$ cat src/rtl/tmr_scrub_ctrl.sv
// Central scrub scheduler for TMR submodules: latches voter mismatches per
// source, grants one round-robin resync request at a time, counts completions.

module tmr_scrub_lane #(
  parameter int unsigned CNT_W = 8
) (
  input  logic             clk_i,
  input  logic             rst_ni,
  input  logic             err_i,
  input  logic             done_i,
  input  logic             clear_i,
  output logic             pend_o,
  output logic             pend_d_o,
  output logic [CNT_W-1:0] cnt_o
);
  logic             pend_q, pend_d;
  logic [CNT_W-1:0] cnt_q, cnt_d;

  // A fresh mismatch in the completion cycle keeps the source pending.
  always_comb begin
    pend_d = err_i | (pend_q & ~done_i);
    cnt_d  = cnt_q;
    if (clear_i)                   cnt_d = '0;
    else if (done_i && cnt_q != '1) cnt_d = cnt_q + 1'b1;
  end

  always_ff @(posedge clk_i or negedge rst_ni) begin
    if (!rst_ni) begin
      pend_q <= 1'b0;
      cnt_q  <= '0;
    end else begin
      pend_q <= pend_d;
      cnt_q  <= cnt_d;
    end
  end

  assign pend_o   = pend_q;
  assign pend_d_o = pend_d;
  assign cnt_o    = cnt_q;
endmodule

module tmr_scrub_ctrl #(
  parameter int unsigned NUM_SRC = 4,
  parameter int unsigned CNT_W   = 8,
  parameter int unsigned TIMEOUT = 16
) (
  input  logic                       clk_i,
  input  logic                       rst_ni,
  input  logic [NUM_SRC-1:0]         err_i,
  input  logic [NUM_SRC-1:0]         scrub_ack_i,
  input  logic                       clear_i,
  output logic [NUM_SRC-1:0]         scrub_req_o,
  output logic                       busy_o,
  output logic                       timeout_o,
  output logic                       err_o,
  output logic [NUM_SRC*CNT_W-1:0]   err_cnt_o,
  output logic [$clog2(NUM_SRC)-1:0] last_src_o
);
  localparam int unsigned PW = $clog2(NUM_SRC);
  localparam int unsigned TW = $clog2(TIMEOUT);

  typedef enum logic [1:0] {IDLE, REQ, DONE, ABORT} state_e;

  state_e                          state_q;
  logic [PW-1:0]                   sel_q, ptr_q, last_q, pick, sel_nxt;
  logic [TW-1:0]                   timer_q;
  logic [NUM_SRC-1:0]              req_q, pend, pend_d;
  logic                            busy_q, timeout_q, err_q, sticky_q, sticky_d;
  logic [NUM_SRC-1:0][CNT_W-1:0]   cnt;

  for (genvar i = 0; i < NUM_SRC; i++) begin : g_lane
    tmr_scrub_lane #(.CNT_W(CNT_W)) u_lane (
      .clk_i    (clk_i),
      .rst_ni   (rst_ni),
      .err_i    (err_i[i]),
      .done_i   (state_q == DONE && sel_q == PW'(i)),
      .clear_i  (clear_i),
      .pend_o   (pend[i]),
      .pend_d_o (pend_d[i]),
      .cnt_o    (cnt[i])
    );
  end

  // Round-robin search starting at ptr; the lowest offset wins.
  always_comb begin
    logic [PW:0] sum;
    sum  = '0;
    pick = '0;
    for (int k = NUM_SRC - 1; k >= 0; k--) begin
      sum = {1'b0, ptr_q} + (PW+1)'(k);
      if (sum >= (PW+1)'(NUM_SRC)) sum = sum - (PW+1)'(NUM_SRC);
      if (pend[sum[PW-1:0]]) pick = sum[PW-1:0];
    end
  end

  assign sel_nxt  = (sel_q == PW'(NUM_SRC - 1)) ? '0 : sel_q + 1'b1;
  assign sticky_d = (sticky_q & ~clear_i) | (|err_i);

  always_ff @(posedge clk_i or negedge rst_ni) begin
    if (!rst_ni) begin
      state_q   <= IDLE;
      sel_q     <= '0;
      ptr_q     <= '0;
      last_q    <= '0;
      timer_q   <= '0;
      req_q     <= '0;
      busy_q    <= 1'b0;
      timeout_q <= 1'b0;
    end else begin
      timeout_q <= 1'b0;
      case (state_q)
        IDLE: begin
          if (|pend) begin
            state_q <= REQ;
            sel_q   <= pick;
            req_q   <= NUM_SRC'(1) << pick;
            timer_q <= '0;
            busy_q  <= 1'b1;
          end
        end
        REQ: begin
          if (scrub_ack_i[sel_q]) begin
            state_q <= DONE;
            req_q   <= '0;
          end else if (timer_q == TW'(TIMEOUT - 1)) begin
            state_q   <= ABORT;
            req_q     <= '0;
            timeout_q <= 1'b1;
          end else begin
            timer_q <= timer_q + 1'b1;
          end
        end
        DONE, ABORT: begin
          state_q <= IDLE;
          busy_q  <= 1'b0;
          last_q  <= sel_q;
          ptr_q   <= sel_nxt;
        end
        default: state_q <= IDLE;
      endcase
    end
  end

  always_ff @(posedge clk_i or negedge rst_ni) begin
    if (!rst_ni) begin
      sticky_q <= 1'b0;
      err_q    <= 1'b0;
    end else begin
      sticky_q <= sticky_d;
      err_q    <= (|pend_d) | sticky_d;
    end
  end

  assign scrub_req_o = req_q;
  assign busy_o      = busy_q;
  assign timeout_o   = timeout_q;
  assign err_o       = err_q;
  assign err_cnt_o   = cnt;
  assign last_src_o  = last_q;
endmodule

$ cat config.mk
export PLATFORM = sky130hd
export DESIGN_NAME = tmr_scrub_ctrl
export DESIGN_NICKNAME = d
export VERILOG_FILES = /design/src/rtl/tmr_scrub_ctrl.sv
export SDC_FILE = /design/constraint.sdc
export NUM_CORES = 1
export LEC_CHECK = 0
export CAP_MARGIN = 10
export CORE_MARGIN = 2
export CORE_UTILIZATION = 52
export CTS_CLUSTER_DIAMETER = 60
export CTS_CLUSTER_SIZE = 28
export DETAILED_ROUTE_END_ITERATION = 7
export PLACE_DENSITY = 0.79
export SLEW_MARGIN = 0
export SYNTH_ARGS = -nofsm -noshare
export SYNTH_HDL_FRONTEND = slang
export SYNTH_SLANG_ARGS = --single-unit
$ cat constraint.sdc
create_clock -name clk_i -period 2.28 [get_ports clk_i]
set_input_delay 0.342 -clock clk_i [delete_from_list [all_inputs] [get_ports clk_i]]
set_output_delay 0.342 -clock clk_i [all_outputs]
set_load 0.05 [all_outputs]
---- After elaboration in Yosys (flattened, before gate mapping) ----
Index checks and enable logic that the tools add are counted.
cells by class
  magnitude comparators ................... 9
  multiplexer cells ....................... 44
  shift-type cells ........................ 1
  reductions and logical operators ........ 25
  add/subtract/negate cells ............... 13
  bitwise operators ....................... 16
  equality and inequality tests ........... 15
operators with widths
  cell                                                                           count
  8-bit two-way mux                                                              8
  8-bit by 1-bit adder with 8-bit output (second input constant)                 4
  8-bit != test (second input constant)                                          4
  2-bit two-way mux                                                              12
  4-bit two-way mux                                                              6
  4-bit case mux with 2 select lines                                             2
  2-bit by 3-bit less-than comparator with 1-bit output (second input constant)  5
  2-bit nonzero test                                                             6
  4-bit OR reduction                                                             3
  1-bit binary-select mux with 2-bit select                                      5
  3-bit >= comparator (second input constant)                                    3
  1-bit two-way mux                                                              9
  2-bit equality test (second input constant)                                    4
  1-bit logical AND                                                              8
  2-bit by 1-bit subtractor with 2-bit output (second input constant)            4
  2-bit by 2-bit adder with 3-bit output (second input constant)                 2
  2-bit != test (second input constant)                                          3
  1-bit bitwise OR                                                               6
  2-bit case mux with 3 select lines                                             1
  2-bit AND reduction                                                            3
  1-bit AND                                                                      5
  1-bit inverter                                                                 5
  4-bit by 1-bit adder with 4-bit output (second input constant)                 1
  2-bit by 1-bit equality test with 1-bit output (second input constant)         2
  11 further kinds                                                               12
storage, ports and cells
  flip-flop bits (word level) ............. 56
  output and inout bits ................... 41

---- Depth between registers and ports, before layout ----
  depth after elaboration ................. 12
  mapped depth ............................ 6
  mapped depth without buffers ............ 6

---- By module ----
A second synthesis with hierarchy kept.
unflattened totals
  cells, all modules ...................... 277
  area, all modules ....................... 3035.4 um2
modules (own cells, without submodules)
  module          instances  cells each  area an instance (um2)
  tmr_scrub_lane  4          46          505.5
  tmr_scrub_ctrl  1          93          1013.5

---- Worst setup path before layout ----
No wires, ideal clock.
  kind .................................... flip-flop to flip-flop
  start point ............................. register g_lane[1].u_lane.cnt_q[0]
  end point ............................... register g_lane[1].u_lane.cnt_q[5]
  data arrival time ....................... 1.750 ns
  cell stages (with the launch flop) ...... 6
  path buffers ............................ 0
  required time ........................... 2.148 ns
  slack ................................... 0.398 ns
  library setup time ...................... 0.132 ns
  cell sequence ........................... dfrtp_1 -> ha_1 -> and2_1 -> a2111oi_0 -> xnor2_1 -> nor2_1
between the ends
  longest elaborated chain between the ends .. 3
ends and longest elaborated chain
  item                                                                     line  RTL
  start: declaration                                                       17    logic [CNT_W-1:0] cnt_q, cnt_d;
  start signal: assignment                                                 33    cnt_q <= cnt_d;
  8-bit by 1-bit adder with 8-bit output or 8-bit != test (tied branches)  24    else if (done_i && cnt_q != '1) cnt_d = cnt_q + 1'b1;
  8-bit two-way mux or 1-bit logical AND (tied branches)                   24
  8-bit two-way mux or 2-bit nonzero test (tied branches)                  n/a
Several ways; a longest one is shown, not always the timed one. The select of a mux whose other input is x is not followed.
A chain may end at the register's enable or synchronous reset.

---- Final worst setup path ----
  start point ............................. register sel_q[0]
  end point ............................... register timer_q[3]
between the ends
  longest elaborated chain between the ends .. 4
ends and longest elaborated chain
  item                                       line  RTL
  start: declaration                         65    logic [PW-1:0] sel_q, ptr_q, last_q, pick, sel_nxt;
  start signal: assignment                   115   sel_q <= pick;
  1-bit binary-select mux with 2-bit select  122   if (scrub_ack_i[sel_q]) begin
  1-bit two-way mux (not written as such)    122
  2-bit != test (no source line)             n/a
  4-bit AND reduction (no source line)       n/a
  end signal: assignment                     130   timer_q <= timer_q + 1'b1;
  end: declaration                           66    logic [TW-1:0] timer_q;
Every way passes these cells. The select of a mux whose other input is x is not followed.

==> run metrics <==
PwrDens=820 mW/mm²; DRT antenna net count=0; VDD IR max=0.798 mV; met3 WL post-DR=194 µm; FFs w/ async S/R, synth=100%; most common cell in the netlist=dfrtp_1; Cells after DPL=392; Max Cap Viol=0; Finished Layout Cells=400; GP Congestion=0.872; first-pass GRT wire length=10.0 mm; Final Instance Area=0.00351 mm²; root buffer cell=clkbuf_8; CTS sink count=56; Layout Area Growth over Synthesis=23.8%; Final period util=89.6%; CP arrival=2.23 ns; CP delay by family, top=multiplexers; via count=2287; Post-DP HPWL=4.32 mm; H-tree depth reported by CTS=2; YS warnings=0; Post-DP Area=0.00342 mm²; setup slack after layout=0.236 ns; DIE WIDTH=77.8 µm; Highest Clock Rate=489 MHz; crit path kind=reg2reg; # DRC=0; CTS tree=done; clk slew on worst S/H paths=0.09 ns; vias per cell=5.72; total grt overflow=0; post-synth top area share=49.4%; synthesized flop and latch total=56; Clock Latency Late Sink=0.30 ns; TNS Setup=0 ns; Port Buffer Count=51; gr usage total=20.5%; Longest Clk Path Bufs=2; Post-Route WL=5.88 mm; vias in the first global route=2219; M1 WL=2.73 mm; hold slack=0.415 ns; Slew Viols, Final=0; CTS resizes=0; unrepaired setup endpoints after global routing=no; fin nets=350; synthesized area per cell=10.3 µm²; Gate Count Post-Synth=276; met2 wire len=2.89 mm; CTS Buf Count=5; crit path cell chain=mux4_2 > or3_1 > o211ai_1 > o31ai_1; Primary FF master, synth=dfrtp_1; die area=0.00606 mm²; Syn Std Cell Area=0.00284 mm²; Top Ports=52; most frequent cells after synthesis=dfrtp_1, nor2_1, nand2_1; Worst-Margin Slew=0.518 ns; Die Ht=77.8 µm; pre-CTS WS=0.0816 ns; total power=2.88 mW; Hold Vio Cnt, Final=0; drt first pass iters=5; Slew HR=64.6%; largest cells by area after synthesis=dfrtp_1, nor2_1, ha_1; initial antenna violation count=0; CP Max Fanout=7; register area share after synthesis=49.4%; Hold WC Path Type=in2async; n_diodes=0; layout cells sized above 1=7.27%; Syn Nets=296; Yosys cell types=50; First DRT Iteration DRCs=105; CP Data Required Time=2.46 ns; num rows=26; largest net degree at the start of global routing=36; min Tclk post-route=2.04 ns; CP Capture Type=flip-flop; endpoints failing setup=0; wire length per cell=14.7 µm; Max stage delay on crit path=0.61 ns; EDFF count, synth=0; post-layout util=67.9%; worst clock skew=0.00618 ns; Leak=1.52 nW; core outline area=0.00517 mm²; Initial Util=54.8%; Layout fillers=416; area leader, netlist=dfrtp_1; Startpoint Class=flip-flop; status=finished, final reports clean; uppermost layer routed=met4; Critical path buffers and inverters=0; post-CTS setup buffers=0; slowest cell on the critical path=mux4_2
==> flip-flops by register name, summed over array words and instances, names as in the netlist <==
signal,count
last_src_o,2
state_q,2
scrub_req_o,4
timeout_o,1
g_lane.u_lane.cnt_o,32
busy_o,1
sticky_q,1
g_lane.u_lane.pend_o,4
err_o,1
ptr_q,2
timer_q,4
sel_q,2
==> layer usage <==
metal / GRT usage [%] / up-vias
met3: 3.84 / 8
met5: 0 / -
met1: 26.8 / 1121
met4: 5.18 / 0
met2: 35.1 / 45
li1: - / 1113
==> report_power, final <==
group,switching [mW],internal [mW]
registers,0.211,1.14
logic,0.586,0.436
clock network,0.301,0.210
total,1.10,1.78
==> cells in the final DEF (no fill, tap or decap), types with 7 or more instances in the layout <==
master / n
mux2i_1: 9
dfrtp_1: 56
nand3_1: 12
o21ai_0: 15
a21oi_1: 11
nand4_1: 7
ha_1: 9
inv_1: 8
nand2_1: 17
nor2_1: 31
clkdlybuf4s50_1: 50
xor2_1: 9
==> layout make-up <==
type | count | area (µm²) | share of cell area [%]
inverters | 8 | 30.0 | 0.856
flip-flops and latches | 56 | 1400 | 39.9
well taps | 70 | 87.6 | 2.50
multi-input cells | 203 | 1370 | 39.0
repair buffers | 56 | 546 | 15.5
clock inverters | 1 | 5.00 | 0.143
clock buffers | 6 | 72.6 | 2.07
==> final timing paths <==
| path | slack (ns) | endpoint | cells past startpoint | start |
|---|---|---|---|---|
| worst max-delay path | 0.24 | timer_q[3] | 4 | sel_q[0] |
| worst min-delay path | 0.41 | g_lane[1].u_lane.cnt_o[6] | 2 | rst_ni |
| worst max register to register | 0.24 | timer_q[3] | 4 | sel_q[0] |
| worst min register to register | 0.50 | scrub_req_o[0] | 1 | scrub_req_o[0] |
| max in group asynchronous | 1.28 | ptr_q[1] | 3 | rst_ni |
| min in group clk_i | 0.50 | scrub_req_o[0] | 1 | scrub_req_o[0] |
==> cell families (layout without fill, tap and decap cells) <==
logic type	Yosys count	after routing	synth area share (%)
flops	56	56	49.4
mux	14	14	5.56
buf+inv	17	71	2.34
fa+ha+maj	9	9	3.97
xor+xnor	14	14	4.32
compound gates	57	57	14.0
simple gates	109	109	20.3
==> timing repair <==
action | in CTS | in global routing
hold buffers | 1 | 0
hold endpoints to repair | 9 | 0
setup endpoints to repair | 0 | 0
(Power assumes the default switching activity.)
